File: src/rtl/mini_src_control_unit_if.sv
// Control bundle between the Mini SRC control unit (master) and its datapath (slave).
// Carries the decode inputs (IR_Data, CON_out, stop) and every datapath control strobe.
interface mini_src_control_unit_if;
    logic [31:0] IR_Data;
    logic        CON_out;
    logic        stop;
    logic        PC_in, IR_in, Y_in, Z_in, HI_in, LO_in, MAR_in, MDR_in, OutPort_in, IncPC;
    logic        PC_out, Zhigh_out, Zlow_out, HI_out, LO_out, MDR_out, InPort_out, C_out;
    logic        Read, Write;
    logic        Gra, Grb, Grc, Rin, Rout, BAout;
    logic [4:0]  alu_instruction_bits;
    logic        run, illegal_op;

    modport master (
        input  IR_Data, CON_out, stop,
        output PC_in, IR_in, Y_in, Z_in, HI_in, LO_in, MAR_in, MDR_in, OutPort_in, IncPC,
        output PC_out, Zhigh_out, Zlow_out, HI_out, LO_out, MDR_out, InPort_out, C_out,
        output Read, Write, Gra, Grb, Grc, Rin, Rout, BAout,
        output alu_instruction_bits, run, illegal_op
    );

    modport slave (
        output IR_Data, CON_out, stop,
        input  PC_in, IR_in, Y_in, Z_in, HI_in, LO_in, MAR_in, MDR_in, OutPort_in, IncPC,
        input  PC_out, Zhigh_out, Zlow_out, HI_out, LO_out, MDR_out, InPort_out, C_out,
        input  Read, Write, Gra, Grb, Grc, Rin, Rout, BAout,
        input  alu_instruction_bits, run, illegal_op
    );
endinterface

File: src/rtl/mini_src_control_unit.sv
// Hardwired Moore control unit for the Mini SRC datapath: fetch T0-T2, then an opcode-specific
// execute sequence. Define MINI_SRC_MULDIV_EN to add the mul/div sequence (otherwise illegal).
module mini_src_control_unit #(
    parameter bit         HALT_ON_ILLEGAL = 1'b0,
    parameter logic [4:0] ADD_SEL         = 5'b00011,
    parameter logic [4:0] AND_SEL         = 5'b01001,
    parameter logic [4:0] OR_SEL          = 5'b01010
) (
    input  logic                           clk,
    input  logic                           clr,
    mini_src_control_unit_if.master        bus
);
`ifdef MINI_SRC_MULDIV_EN
    localparam bit MULDIV_EN = 1'b1;
`else
    localparam bit MULDIV_EN = 1'b0;
`endif

    typedef enum logic [3:0] {
        S_RST, S_T0, S_T1, S_T2, S_T3, S_T4, S_T5, S_T6, S_T7, S_HALT
    } state_t;

    localparam logic [4:0] OP_LD   = 5'b00000, OP_LDI  = 5'b00001, OP_ST   = 5'b00010;
    localparam logic [4:0] OP_ADDI = 5'b01011, OP_ANDI = 5'b01100, OP_ORI  = 5'b01101;
    localparam logic [4:0] OP_MUL  = 5'b01110, OP_DIV  = 5'b01111;
    localparam logic [4:0] OP_NEG  = 5'b10000, OP_NOT  = 5'b10001, OP_BR   = 5'b10010;
    localparam logic [4:0] OP_IN   = 5'b10101, OP_OUT  = 5'b10110;
    localparam logic [4:0] OP_MFHI = 5'b10111, OP_MFLO = 5'b11000;
    localparam logic [4:0] OP_NOP  = 5'b11001, OP_HALT = 5'b11010;

    state_t     state_q, state_d;
    logic [4:0] op_q, op_d;
    logic       con_q, con_d;

    logic [4:0] op;
    logic       is_mem, is_rfmt, is_unary, is_imm, is_muldiv, is_single, legal;
    logic [4:0] imm_sel;
    state_t     done_state;

    // NOTE: state flops use non-blocking assignments so every flop samples pre-edge values.
    always_ff @(posedge clk or posedge clr) begin
        if (clr) begin
            state_q <= S_RST;
            op_q    <= 5'b00000;
            con_q   <= 1'b0;
        end else begin
            state_q <= state_d;
            op_q    <= op_d;
            con_q   <= con_d;
        end
    end

    // IR holds the new instruction from T2 on; the opcode is captured at the end of T3.
    always_comb begin
        op         = (state_q == S_T2 || state_q == S_T3) ? bus.IR_Data[31:27] : op_q;
        is_mem     = (op == OP_LD) || (op == OP_LDI) || (op == OP_ST);
        is_unary   = (op == OP_NEG) || (op == OP_NOT);
        is_rfmt    = (op >= 5'b00011 && op <= 5'b01010) || is_unary;
        is_imm     = (op == OP_ADDI) || (op == OP_ANDI) || (op == OP_ORI);
        is_muldiv  = MULDIV_EN && ((op == OP_MUL) || (op == OP_DIV));
        is_single  = (op == OP_IN) || (op == OP_OUT) || (op == OP_MFHI) || (op == OP_MFLO);
        legal      = is_mem || is_rfmt || is_imm || is_muldiv || is_single ||
                     (op == OP_BR) || (op == OP_NOP) || (op == OP_HALT);
        imm_sel    = (op == OP_ANDI) ? AND_SEL : (op == OP_ORI) ? OR_SEL : ADD_SEL;
        done_state = bus.stop ? S_HALT : S_T0;
    end

    // NOTE: every always_comb output gets a default first so no path can infer a latch.
    always_comb begin
        state_d = state_q;
        op_d    = (state_q == S_T3) ? bus.IR_Data[31:27] : op_q;
        con_d   = (state_q == S_T3 && op == OP_BR) ? bus.CON_out : con_q;
        case (state_q)
            S_RST: state_d = S_T0;
            S_T0:  state_d = S_T1;
            S_T1:  state_d = S_T2;
            S_T2: begin
                if (op == OP_NOP)       state_d = done_state;
                else if (op == OP_HALT) state_d = S_HALT;
                else                    state_d = S_T3;
            end
            S_T3: begin
                if (!legal)         state_d = (HALT_ON_ILLEGAL || bus.stop) ? S_HALT : S_T0;
                else if (is_single) state_d = done_state;
                else                state_d = S_T4;
            end
            S_T4: state_d = S_T5;
            S_T5: state_d = (op == OP_LDI || is_rfmt || is_imm) ? done_state : S_T6;
            S_T6: state_d = (op == OP_LD) ? S_T7 : done_state;
            S_T7: state_d = done_state;
            default: state_d = S_HALT;
        endcase
    end

    always_comb begin
        bus.PC_in = 1'b0;   bus.IR_in = 1'b0;     bus.Y_in = 1'b0;     bus.Z_in = 1'b0;
        bus.HI_in = 1'b0;   bus.LO_in = 1'b0;     bus.MAR_in = 1'b0;   bus.MDR_in = 1'b0;
        bus.OutPort_in = 1'b0;                    bus.IncPC = 1'b0;
        bus.PC_out = 1'b0;  bus.Zhigh_out = 1'b0; bus.Zlow_out = 1'b0; bus.HI_out = 1'b0;
        bus.LO_out = 1'b0;  bus.MDR_out = 1'b0;   bus.InPort_out = 1'b0; bus.C_out = 1'b0;
        bus.Read = 1'b0;    bus.Write = 1'b0;
        bus.Gra = 1'b0;     bus.Grb = 1'b0;       bus.Grc = 1'b0;
        bus.Rin = 1'b0;     bus.Rout = 1'b0;      bus.BAout = 1'b0;
        bus.alu_instruction_bits = 5'b00000;
        bus.illegal_op = 1'b0;
        bus.run = (state_q != S_RST) && (state_q != S_HALT);
        case (state_q)
            S_T0: begin bus.PC_out = 1'b1; bus.MAR_in = 1'b1; bus.IncPC = 1'b1; bus.Z_in = 1'b1; end
            S_T1: begin bus.Zlow_out = 1'b1; bus.PC_in = 1'b1; bus.Read = 1'b1; bus.MDR_in = 1'b1; end
            S_T2: begin bus.MDR_out = 1'b1; bus.IR_in = 1'b1; end
            S_T3: begin
                if (is_mem)                          begin bus.Grb = 1'b1; bus.BAout = 1'b1; bus.Y_in = 1'b1; end
                else if (is_rfmt || is_imm)          begin bus.Grb = 1'b1; bus.Rout = 1'b1; bus.Y_in = !is_unary; end
                else if (is_muldiv)                  begin bus.Gra = 1'b1; bus.Rout = 1'b1; bus.Y_in = 1'b1; end
                else if (op == OP_BR)                begin bus.Gra = 1'b1; bus.Rout = 1'b1; end
                else if (op == OP_IN)                begin bus.InPort_out = 1'b1; bus.Gra = 1'b1; bus.Rin = 1'b1; end
                else if (op == OP_OUT)               begin bus.Gra = 1'b1; bus.Rout = 1'b1; bus.OutPort_in = 1'b1; end
                else if (op == OP_MFHI)              begin bus.HI_out = 1'b1; bus.Gra = 1'b1; bus.Rin = 1'b1; end
                else if (op == OP_MFLO)              begin bus.LO_out = 1'b1; bus.Gra = 1'b1; bus.Rin = 1'b1; end
                else if (!legal)                     bus.illegal_op = 1'b1;
            end
            S_T4: begin
                if (is_mem)          begin bus.C_out = 1'b1; bus.alu_instruction_bits = ADD_SEL; bus.Z_in = 1'b1; end
                else if (is_rfmt)    begin
                    bus.Grb = is_unary; bus.Grc = !is_unary; bus.Rout = 1'b1;
                    bus.alu_instruction_bits = op; bus.Z_in = 1'b1;
                end
                else if (is_imm)     begin bus.C_out = 1'b1; bus.alu_instruction_bits = imm_sel; bus.Z_in = 1'b1; end
                else if (is_muldiv)  begin bus.Grb = 1'b1; bus.Rout = 1'b1; bus.alu_instruction_bits = op; bus.Z_in = 1'b1; end
                else if (op == OP_BR) begin bus.PC_out = 1'b1; bus.Y_in = 1'b1; end
            end
            S_T5: begin
                if (op == OP_LD || op == OP_ST)             begin bus.Zlow_out = 1'b1; bus.MAR_in = 1'b1; end
                else if (op == OP_LDI || is_rfmt || is_imm) begin bus.Zlow_out = 1'b1; bus.Gra = 1'b1; bus.Rin = 1'b1; end
                else if (is_muldiv)                         begin bus.Zlow_out = 1'b1; bus.LO_in = 1'b1; end
                else if (op == OP_BR) begin bus.C_out = 1'b1; bus.alu_instruction_bits = ADD_SEL; bus.Z_in = 1'b1; end
            end
            S_T6: begin
                if (op == OP_LD)      begin bus.Read = 1'b1; bus.MDR_in = 1'b1; end
                else if (op == OP_ST) begin bus.Gra = 1'b1; bus.Rout = 1'b1; bus.MDR_in = 1'b1; bus.Write = 1'b1; end
                else if (is_muldiv)   begin bus.Zhigh_out = 1'b1; bus.HI_in = 1'b1; end
                else if (op == OP_BR) begin bus.Zlow_out = con_q; bus.PC_in = con_q; end
            end
            S_T7: begin bus.MDR_out = 1'b1; bus.Gra = 1'b1; bus.Rin = 1'b1; end
            default: ;
        endcase
    end
endmodule

File: src/flat_wrapper.sv
// flat-port wrapper written by rule: the top's interface ports become plain ports
module mini_src_control_unit_flat 
#(
    parameter bit         HALT_ON_ILLEGAL = 1'b0,
    parameter logic [4:0] ADD_SEL         = 5'b00011,
    parameter logic [4:0] AND_SEL         = 5'b01001,
    parameter logic [4:0] OR_SEL          = 5'b01010
)
  (clk, clr, bus_IR_Data, bus_CON_out, bus_stop, bus_PC_in, bus_IR_in, bus_Y_in, bus_Z_in, bus_HI_in, bus_LO_in, bus_MAR_in, bus_MDR_in, bus_OutPort_in, bus_IncPC, bus_PC_out, bus_Zhigh_out, bus_Zlow_out, bus_HI_out, bus_LO_out, bus_MDR_out, bus_InPort_out, bus_C_out, bus_Read, bus_Write, bus_Gra, bus_Grb, bus_Grc, bus_Rin, bus_Rout, bus_BAout, bus_alu_instruction_bits, bus_run, bus_illegal_op);
  mini_src_control_unit_if bus_i ();
  input  logic clk;
  input  logic clr;
  input wire logic [$bits(bus_i.IR_Data)-1:0] bus_IR_Data;
  input wire logic [$bits(bus_i.CON_out)-1:0] bus_CON_out;
  input wire logic [$bits(bus_i.stop)-1:0] bus_stop;
  output wire logic [$bits(bus_i.PC_in)-1:0] bus_PC_in;
  output wire logic [$bits(bus_i.IR_in)-1:0] bus_IR_in;
  output wire logic [$bits(bus_i.Y_in)-1:0] bus_Y_in;
  output wire logic [$bits(bus_i.Z_in)-1:0] bus_Z_in;
  output wire logic [$bits(bus_i.HI_in)-1:0] bus_HI_in;
  output wire logic [$bits(bus_i.LO_in)-1:0] bus_LO_in;
  output wire logic [$bits(bus_i.MAR_in)-1:0] bus_MAR_in;
  output wire logic [$bits(bus_i.MDR_in)-1:0] bus_MDR_in;
  output wire logic [$bits(bus_i.OutPort_in)-1:0] bus_OutPort_in;
  output wire logic [$bits(bus_i.IncPC)-1:0] bus_IncPC;
  output wire logic [$bits(bus_i.PC_out)-1:0] bus_PC_out;
  output wire logic [$bits(bus_i.Zhigh_out)-1:0] bus_Zhigh_out;
  output wire logic [$bits(bus_i.Zlow_out)-1:0] bus_Zlow_out;
  output wire logic [$bits(bus_i.HI_out)-1:0] bus_HI_out;
  output wire logic [$bits(bus_i.LO_out)-1:0] bus_LO_out;
  output wire logic [$bits(bus_i.MDR_out)-1:0] bus_MDR_out;
  output wire logic [$bits(bus_i.InPort_out)-1:0] bus_InPort_out;
  output wire logic [$bits(bus_i.C_out)-1:0] bus_C_out;
  output wire logic [$bits(bus_i.Read)-1:0] bus_Read;
  output wire logic [$bits(bus_i.Write)-1:0] bus_Write;
  output wire logic [$bits(bus_i.Gra)-1:0] bus_Gra;
  output wire logic [$bits(bus_i.Grb)-1:0] bus_Grb;
  output wire logic [$bits(bus_i.Grc)-1:0] bus_Grc;
  output wire logic [$bits(bus_i.Rin)-1:0] bus_Rin;
  output wire logic [$bits(bus_i.Rout)-1:0] bus_Rout;
  output wire logic [$bits(bus_i.BAout)-1:0] bus_BAout;
  output wire logic [$bits(bus_i.alu_instruction_bits)-1:0] bus_alu_instruction_bits;
  output wire logic [$bits(bus_i.run)-1:0] bus_run;
  output wire logic [$bits(bus_i.illegal_op)-1:0] bus_illegal_op;
  assign bus_i.IR_Data = bus_IR_Data;
  assign bus_i.CON_out = bus_CON_out;
  assign bus_i.stop = bus_stop;
  assign bus_PC_in = bus_i.PC_in;
  assign bus_IR_in = bus_i.IR_in;
  assign bus_Y_in = bus_i.Y_in;
  assign bus_Z_in = bus_i.Z_in;
  assign bus_HI_in = bus_i.HI_in;
  assign bus_LO_in = bus_i.LO_in;
  assign bus_MAR_in = bus_i.MAR_in;
  assign bus_MDR_in = bus_i.MDR_in;
  assign bus_OutPort_in = bus_i.OutPort_in;
  assign bus_IncPC = bus_i.IncPC;
  assign bus_PC_out = bus_i.PC_out;
  assign bus_Zhigh_out = bus_i.Zhigh_out;
  assign bus_Zlow_out = bus_i.Zlow_out;
  assign bus_HI_out = bus_i.HI_out;
  assign bus_LO_out = bus_i.LO_out;
  assign bus_MDR_out = bus_i.MDR_out;
  assign bus_InPort_out = bus_i.InPort_out;
  assign bus_C_out = bus_i.C_out;
  assign bus_Read = bus_i.Read;
  assign bus_Write = bus_i.Write;
  assign bus_Gra = bus_i.Gra;
  assign bus_Grb = bus_i.Grb;
  assign bus_Grc = bus_i.Grc;
  assign bus_Rin = bus_i.Rin;
  assign bus_Rout = bus_i.Rout;
  assign bus_BAout = bus_i.BAout;
  assign bus_alu_instruction_bits = bus_i.alu_instruction_bits;
  assign bus_run = bus_i.run;
  assign bus_illegal_op = bus_i.illegal_op;
  mini_src_control_unit #(.HALT_ON_ILLEGAL(HALT_ON_ILLEGAL), .ADD_SEL(ADD_SEL), .AND_SEL(AND_SEL), .OR_SEL(OR_SEL)) u_core (.clk(clk), .clr(clr), .bus(bus_i));
endmodule
File: config.mk
export PLATFORM = sky130hd
export DESIGN_NAME = mini_src_control_unit_flat
export DESIGN_NICKNAME = d
export VERILOG_FILES = /design/src/rtl/mini_src_control_unit_if.sv /design/src/rtl/mini_src_control_unit.sv /design/src/flat_wrapper.sv
export SDC_FILE = /design/constraint.sdc
export NUM_CORES = 1
export LEC_CHECK = 0
export BUFFER_PORTS_ARGS = -buffer_cell sky130_fd_sc_hd__buf_2
export CORE_MARGIN = 8
export CORE_UTILIZATION = 47
export CTS_BUF_LIST = sky130_fd_sc_hd__clkbuf_4
export DETAILED_ROUTE_END_ITERATION = 8
export GPL_TIMING_DRIVEN = 0
export PLACE_DENSITY = 0.82
export SETUP_SLACK_MARGIN = 0.3
export SLEW_MARGIN = 30
export SYNTH_ARGS = -nofsm -noshare
export SYNTH_HDL_FRONTEND = slang
export SYNTH_SLANG_ARGS = --single-unit
File: constraint.sdc
create_clock -name clk -period 3.5 [get_ports clk]
set_clock_uncertainty 0.2 [all_clocks]
set_input_delay 0.175 -clock clk [delete_from_list [all_inputs] [get_ports clk]]
set_output_delay 0.175 -clock clk [all_outputs]
set_load 0.1 [all_outputs]
==> out/qor.txt, run 1 <==
SETUP PATH
--------------------------------------------------------------------------------------
Critical path endpoint category .........................................  output port
Worst setup path class .................................................. flip-flop to output port
Worst-path cell chain ................................................... or4b_4, buf_6, a21oi_1, or2_1, buf_6, nand2_1, a211oi_1, a21oi_1, o2111ai_2, buf_12
Register-to-Register Path Depth .........................................           10
Cell at the slowest stage of the critical path ..........................       or4b_4
Biggest fanout along the worst timing path ..............................           10
Worst path arrival time .................................................      2.87 ns
Stage delay of the slowest cell on the critical path ....................      0.54 ns
Levels on crit path .....................................................           10
CP top delay family ..................................................... simple AND/OR/NAND/NOR gates
CP Data Required Time ...................................................      3.12 ns
Number of buffers and inverters on the critical path ....................            3
Sort of element at the start of the critical path .......................    flip-flop

CLOCKING
--------------------------------------------------------------------------------------
Clock tree from TritonCTS ...............................................          yes
Insertion delay of the later-clocked pin in the worst-skew pair .........      0.26 ns
Clock sink count ........................................................           10
Clock-pin slew on the worst setup and hold paths ........................      0.06 ns
Max clock buf depth .....................................................            2
Root buffer cell ........................................................     clkbuf_4
Number of buffers created by CTS ........................................            3
Number of levels the H-tree was split into ..............................            1

YOSYS
--------------------------------------------------------------------------------------
Average size of a mapped cell ...........................................    6.807 µm²
Main flop type after synthesis ..........................................      dfrtp_1
Synthesis Warnings ......................................................            0
Ranking of synthesized cells by area .................................... dfrtp_1 (18%), nand2_1 (9.4%), a21oi_1 (4.0%)
Share of the yosys chip area belonging to registers .....................       18.38%
Post-synthesis cell count ...............................................          200
Fraction of registers with async set or reset after synthesis ...........       100.0%
Synth Cell Area ......................................................... 0.001361 mm²
Number of distinct standard cells referenced by the synthesized netlist .           55
Number of synthesized flops with an enable pin ..........................            0
Synthesis-stage register bit count ......................................           10
Area share of the largest cell type after synthesis .....................       18.38%
Library cell occupying the most area in the post-synthesis netlist ......      dfrtp_1

ROUTING
--------------------------------------------------------------------------------------
Remaining DRCs ..........................................................            0
Antenna violation net count after detailed routing ......................            0
Total wire length after detailed routing ................................     5.398 mm
Starting DRT DRC Count ..................................................          179
Via-to-Cell Ratio .......................................................        6.237
Vias ....................................................................         1840
Number of detailed-route iterations in the first pass ...................            5
Post-DR wirelength/cell .................................................     18.30 µm

POWER AND IR DROP
--------------------------------------------------------------------------------------
Pwr per Cell Area ....................................................... 345.9 mW/mm²
P_leak .................................................................. 0.0009439 µW
Max VDD drop ............................................................    0.7434 mV

TIMING
--------------------------------------------------------------------------------------
Max-slew violation count ................................................            0
Transition time of the tightest slew-check pin ..........................    0.6972 ns
Peak clock frequency supported by timing ................................   0.3079 GHz
Number of hold violations in the final report ...........................            0
RSZ-0062 raised after global routing ....................................          yes
Tcrit/Tclk final ........................................................       92.80%
Worst rel slew slack ....................................................       53.52%
Setup violators final ...................................................            0
Tmin final ..............................................................     3.248 ns

LAYOUT
--------------------------------------------------------------------------------------
Final Util ..............................................................       81.72%
Synthesis-to-layout area growth .........................................       65.53%
Fin area ................................................................ 0.002253 mm²
Total inserted antenna cells ............................................            0
Proportion of layout cells with a drive suffix above 1 ..................       44.70%
Final net count .........................................................          301

GRT
--------------------------------------------------------------------------------------
Initial antenna violation count .........................................            0
Global routing usage summed across all routing layers ...................       19.43%
Maximum number of pins on one net before global-route repair ............           11
Vias in the first global route ..........................................         1621
Overall overflow remaining after global route ...........................            0
First-pass GRT wire length ..............................................     8.038 mm

PLACED DESIGN
--------------------------------------------------------------------------------------
Port buffer count .......................................................           38
Post-placement cell area ................................................ 0.001707 mm²
Last weighted congestion value of the routability-driven placer .........       0.9193
DP HPWL .................................................................     3.570 mm

OUTCOME
--------------------------------------------------------------------------------------
Status ..................................................................    completed

DIE
--------------------------------------------------------------------------------------
Top-level port count ....................................................           69
Effective utilization at floorplan ......................................       49.36%
Vertical extent of the die ..............................................     69.82 µm
Floorplan row count .....................................................           19
Total Die Area .......................................................... 0.004875 mm²
Core outline area ....................................................... 0.002758 mm²
Die extent in x .........................................................     69.82 µm

RUN
--------------------------------------------------------------------------------------
Max-cap viol count ......................................................            0

MIN PATH
--------------------------------------------------------------------------------------
Kind of path behind the tightest hold check ............................. input port to flip-flop
Hold path depth .........................................................            3

-- final timing paths --
kind                                              end  slack (ns)                        start
max                                          bus_Rout        0.25  u_core.state_q[0]$_DFF_PP0_
min                        u_core.op_q[3]$_DFFE_PP0P_        0.06              bus_IR_Data[30]
max reg2reg                  u_core.con_q$_DFFE_PP0P_        0.61  u_core.state_q[0]$_DFF_PP0_
min reg2reg                u_core.op_q[0]$_DFFE_PP0P_        0.29   u_core.op_q[0]$_DFFE_PP0P_
max in group asynchronous  u_core.op_q[3]$_DFFE_PP0P_        2.64                          clr
min in group asynchronous  u_core.op_q[4]$_DFFE_PP0P_        0.21                          clr
-- cells in the final DEF (no fill, tap or decap), types with 4 or more instances in the layout --
| cell | synthesis | final |
|---|---|---|
| nand2_1 | 34 | 33 |
| o21ai_2 | 0 | 4 |
| buf_6 | 1 | 12 |
| dfrtp_1 | 10 | 10 |
| o21ai_1 | 7 | 5 |
| clkbuf_4 | 0 | 8 |
| nand3_1 | 6 | 6 |
| nor2_1 | 14 | 11 |
| o21ai_0 | 9 | 5 |
| buf_12 | 0 | 9 |
| dlygate4sd3_1 | 0 | 6 |
| a31oi_1 | 5 | 5 |
| nor3_1 | 9 | 7 |
| nor3_2 | 2 | 4 |
| buf_4 | 5 | 19 |
| inv_1 | 8 | 8 |
| a21oi_1 | 11 | 9 |
| buf_2 | 7 | 20 |
-- sequential cells by signal, indices dropped and copies added (netlist names) --
name / flops
u_core.state_q: 4
u_core.op_q: 5
u_core.con_q: 1
-- report_power, final --
part | switching (µW) | leakage (µW) | total (µW) | internal, µW
registers | 13.4 | 0.000103 | 140 | 127
clock network | 35.1 | 0.0000154 | 76.0 | 41.0
logic | 424 | 0.000825 | 564 | 139
total | 473 | 0.000944 | 779 | 307
-- tightest hold or removal path: stages --
cell	delay (ns)
buf_2	0.14
nand2_1	0.11
nand2_1	0.06
-- metal layers --
metal / global-route usage [%] / routed length (µm) / vias up / part of all wire [%]
met5: 0 / 0 / - / 0
met4: 8.036 / 121 / 0 / 2.2
met3: 2.146 / 472 / 12 / 8.7
met2: 32.49 / 2679 / 118 / 50
met1: 24.44 / 2126 / 858 / 39
li1: - / - / 852 / -
-- Yosys cell counts (5+ instances only) --
library cell / n
buf_2: 7
nor3_1: 9
a31oi_1: 5
a21oi_1: 11
buf_4: 5
inv_1: 8
nor4_1: 5
nand2_1: 34
o21ai_0: 9
o21ai_1: 7
nor2_1: 14
dfrtp_1: 10
nand3_1: 6
-- repair_timing --
| action | CTS | global route |
|---|---|---|
| setup endpoints to repair | 23 | 25 |
| setup buffers | 6 | 8 |
| gates resized for setup | 47 | 46 |
| pin swaps | 2 | 5 |
| gates cloned | 0 | 0 |
| hold buffers | 6 | 0 |
| endpoints found under the hold margin | 15 | 0 |
-- per-stage QoR --
stage                     setup WS (ns)  power, µW  cells  TNS [ns]  hold slack [ns]
after global routing            0.08792      813.0    295         0          0.05627
after global placement           0.2654      619.7    271         0         -0.04997
after floorplan                 -0.2486      550.4    202   -0.8032          -0.1848
final                            0.2521      779.5    295         0          0.06373
after CTS                        0.2416      747.5    287         0          0.04218
after detailed placement         0.1713      622.3    271         0         -0.04728
-- logic make-up (layout without fill, tap and decap cells) --
| group | Yosys count | count (layout) | synth area share, % |
|---|---|---|---|
| and+or+nand+nor | 98 | 98 | 38.79 |
| AOI/OAI and AO/OA | 60 | 60 | 29.69 |
| buffers and inverters | 27 | 89 | 10.02 |
| DFF | 10 | 10 | 18.38 |
| xor gates and xnor gates | 2 | 2 | 1.287 |
| muxes | 2 | 2 | 1.562 |
| other | 1 | 3 | 0.2755 |
-- cell type report --
| cell class | instances | area, µm² |
|---|---|---|
| clock buffers | 3 | 22.52 |
| flip-flops and latches | 10 | 250.2 |
| inverters | 9 | 38.79 |
| repair buffers | 58 | 544.3 |
| multi-input cells | 165 | 1212 |
| well taps | 31 | 38.79 |
| clock inverters | 1 | 3.754 |
| plain buffers | 18 | 142.6 |
| fillers | 183 | 504.2 |
(Power assumes the default switching activity.)
==> inputs of run 2 (changes only) <==
Settings changed: RECOVER_POWER from default to 50.
==> out/qor.txt, run 2 (synthesis results as in run 1) <==
LAYOUT
------------------------------------------------------------------------------
Synthesis-to-layout area growth .................................       64.61%
Final net count .................................................          301
Biggest register ................................................  u_core.op_q
Fin area ........................................................ 0.002241 mm²
Final Util ......................................................       81.26%
Leading cell types in the layout, fill and taps excluded ........ nand2_1 (33), buf_4 (18), buf_2 (15)
Biggest regs .................................................... u_core.op_q (5), u_core.state_q (4), u_core.con_q (1)
Layout Cells excl Fill ..........................................          295
Total inserted antenna cells ....................................            0
Proportion of layout cells with a drive suffix above 1 ..........       42.42%
Number of flip-flops under the largest register name ............            5
Most common cell after layout, fill and taps aside ..............      nand2_1
FILL cells ......................................................          189

SETUP PATH
------------------------------------------------------------------------------
Setup slack on the worst flop-to-flop path ......................      0.59 ns
Critical path endpoint category .................................  output port
Worst path arrival time .........................................      2.93 ns
Worst setup path class .......................................... flip-flop to output port
Sort of element at the start of the critical path ...............    flip-flop
Biggest fanout along the worst timing path ......................           10
CP Data Required Time ...........................................      3.12 ns
Worst setup path startpoint ..................................... u_core.state_q[1]$_DFF_PP0_
Reg2reg start ................................................... u_core.state_q[0]$_DFF_PP0_

POWER AND IR DROP
------------------------------------------------------------------------------
Pwr per Cell Area ............................................... 345.6 mW/mm²
P_leak .......................................................... 0.0009197 µW
Max VDD drop ....................................................    0.7368 mV

DIE
------------------------------------------------------------------------------
Effective utilization at floorplan ..............................       49.36%
Total Die Area .................................................. 0.004875 mm²
Die extent in x .................................................     69.82 µm
Core outline area ............................................... 0.002758 mm²
Vertical extent of the die ......................................     69.82 µm
Top-level port count ............................................           69
Floorplan row count .............................................           19

ROUTING
------------------------------------------------------------------------------
Starting DRT DRC Count ..........................................          160
Number of detailed-route iterations in the first pass ...........            5
Post-DR wirelength/cell .........................................     18.24 µm
Remaining DRCs ..................................................            0
Vias ............................................................         1844
Via-to-Cell Ratio ...............................................        6.251
Total wire length after detailed routing ........................     5.380 mm
Antenna violation net count after detailed routing ..............            0

MIN PATH
------------------------------------------------------------------------------
Worst hold start ................................................ bus_IR_Data[30]
Kind of path behind the tightest hold check ..................... input port to flip-flop

TIMING
------------------------------------------------------------------------------
Max-slew violation count ........................................            0
Post-Route Setup TNS ............................................         0 ns
Worst rel slew slack ............................................       20.29%
Tcrit/Tclk final ................................................       94.40%
Setup violators final ...........................................            0
Transition time of the tightest slew-check pin ..................     1.201 ns
Number of hold violations in the final report ...................            0
Worst setup margin ..............................................    0.1961 ns
Tmin final ......................................................     3.304 ns
Peak clock frequency supported by timing ........................   0.3027 GHz
RSZ-0062 raised after global routing ............................          yes

CLOCKING
------------------------------------------------------------------------------
Max clock buf depth .............................................            2
Clock-pin slew on the worst setup and hold paths ................      0.06 ns
Clock tree from TritonCTS .......................................          yes
Insertion delay of the later-clocked pin in the worst-skew pair .      0.26 ns
Number of levels the H-tree was split into ......................            1
Number of buffers created by CTS ................................            3
Root buffer cell ................................................     clkbuf_4
Clock sink count ................................................           10

GRT
------------------------------------------------------------------------------
Maximum number of pins on one net before global-route repair ....           11
Initial antenna violation count .................................            0
Global routing usage summed across all routing layers ...........       19.43%
First-pass GRT wire length ......................................     8.038 mm
Overall overflow remaining after global route ...................            0
Vias in the first global route ..................................         1621

PLACED DESIGN
------------------------------------------------------------------------------
Last weighted congestion value of the routability-driven placer .       0.9193
Pre-CTS setup slack .............................................    0.1713 ns
Post-placement cell area ........................................ 0.001707 mm²
Port buffer count ...............................................           38
DP HPWL .........................................................     3.570 mm
# placed instances ..............................................          271

RUN
------------------------------------------------------------------------------
Max-cap viol count ..............................................            0

OUTCOME
------------------------------------------------------------------------------
Status ..........................................................    completed

run 2: changes by cell type in the layout (fill, tap and decap cells not counted), sizes merged:
cell,previous run,this run
clkbuf,12,18
buf,61,55
run 2: metal layers:
| layer | vias up | GRT usage (%) | wire length (µm) |
|---|---|---|---|
| met5 | - | 0 | 0 |
| li1 | 855 | - | - |
| met1 | 843 | 24.44 | 2092 |
| met3 | 18 | 2.146 | 481 |
| met4 | 0 | 8.036 | 153 |
| met2 | 128 | 32.49 | 2652 |
run 2: final cells by class:
cell class	instances	area [µm²]	share of cell area, %
flip-flops and latches	10	250.2	11.17
repair buffers	58	535.5	23.90
multi-input cells	165	1209	53.94
clock inverters	1	3.754	0.1675
inverters	9	38.79	1.731
clock buffers	3	22.52	1.005
plain buffers	18	142.6	6.365
well taps	31	38.79	1.731
run 2: critical path: stages, from the launching register on:
cell,delay [ns]
dfrtp_1,0.39
clkbuf_4,0.20
nor4b_4,0.32
clkbuf_1,0.21
nor3_1,0.11
nor2_1,0.47
nand3_1,0.15
a21oi_1,0.17
a31oi_1,0.08
nor2_2,0.13
buf_2,0.45
run 2: where the power goes:
group,switching [µW],internal [µW]
combinational,425,134
sequential,12.7,127
clock,35.2,41.0
total,473,301
run 2: repair_timing:
action | in CTS | in global routing
setup endpoints to repair | 23 | 25
endpoints found under the hold margin | 15 | 0
setup buffers | 6 | 8
pin swaps | 2 | 5
resized for setup | 47 | 46
hold buffers | 6 | 0
run 2: worst paths after layout:
check	to	cells past startpoint
min reg2reg	u_core.op_q[0]$_DFFE_PP0P_	2
min in group asynchronous	u_core.op_q[4]$_DFFE_PP0P_	3
max in group asynchronous	u_core.op_q[3]$_DFFE_PP0P_	3
min	u_core.op_q[3]$_DFFE_PP0P_	3
max reg2reg	u_core.con_q$_DFFE_PP0P_	10
max	bus_illegal_op	10
run 2: metrics by stage:
stage / hold slack (ns) / power, µW
final: 0.05650 / 774.4
after global routing: 0.05627 / 806.9
after CTS: 0.04218 / 747.5
after detailed placement: -0.04728 / 622.3
after global placement: -0.04997 / 619.7
after floorplan: -0.1848 / 550.4
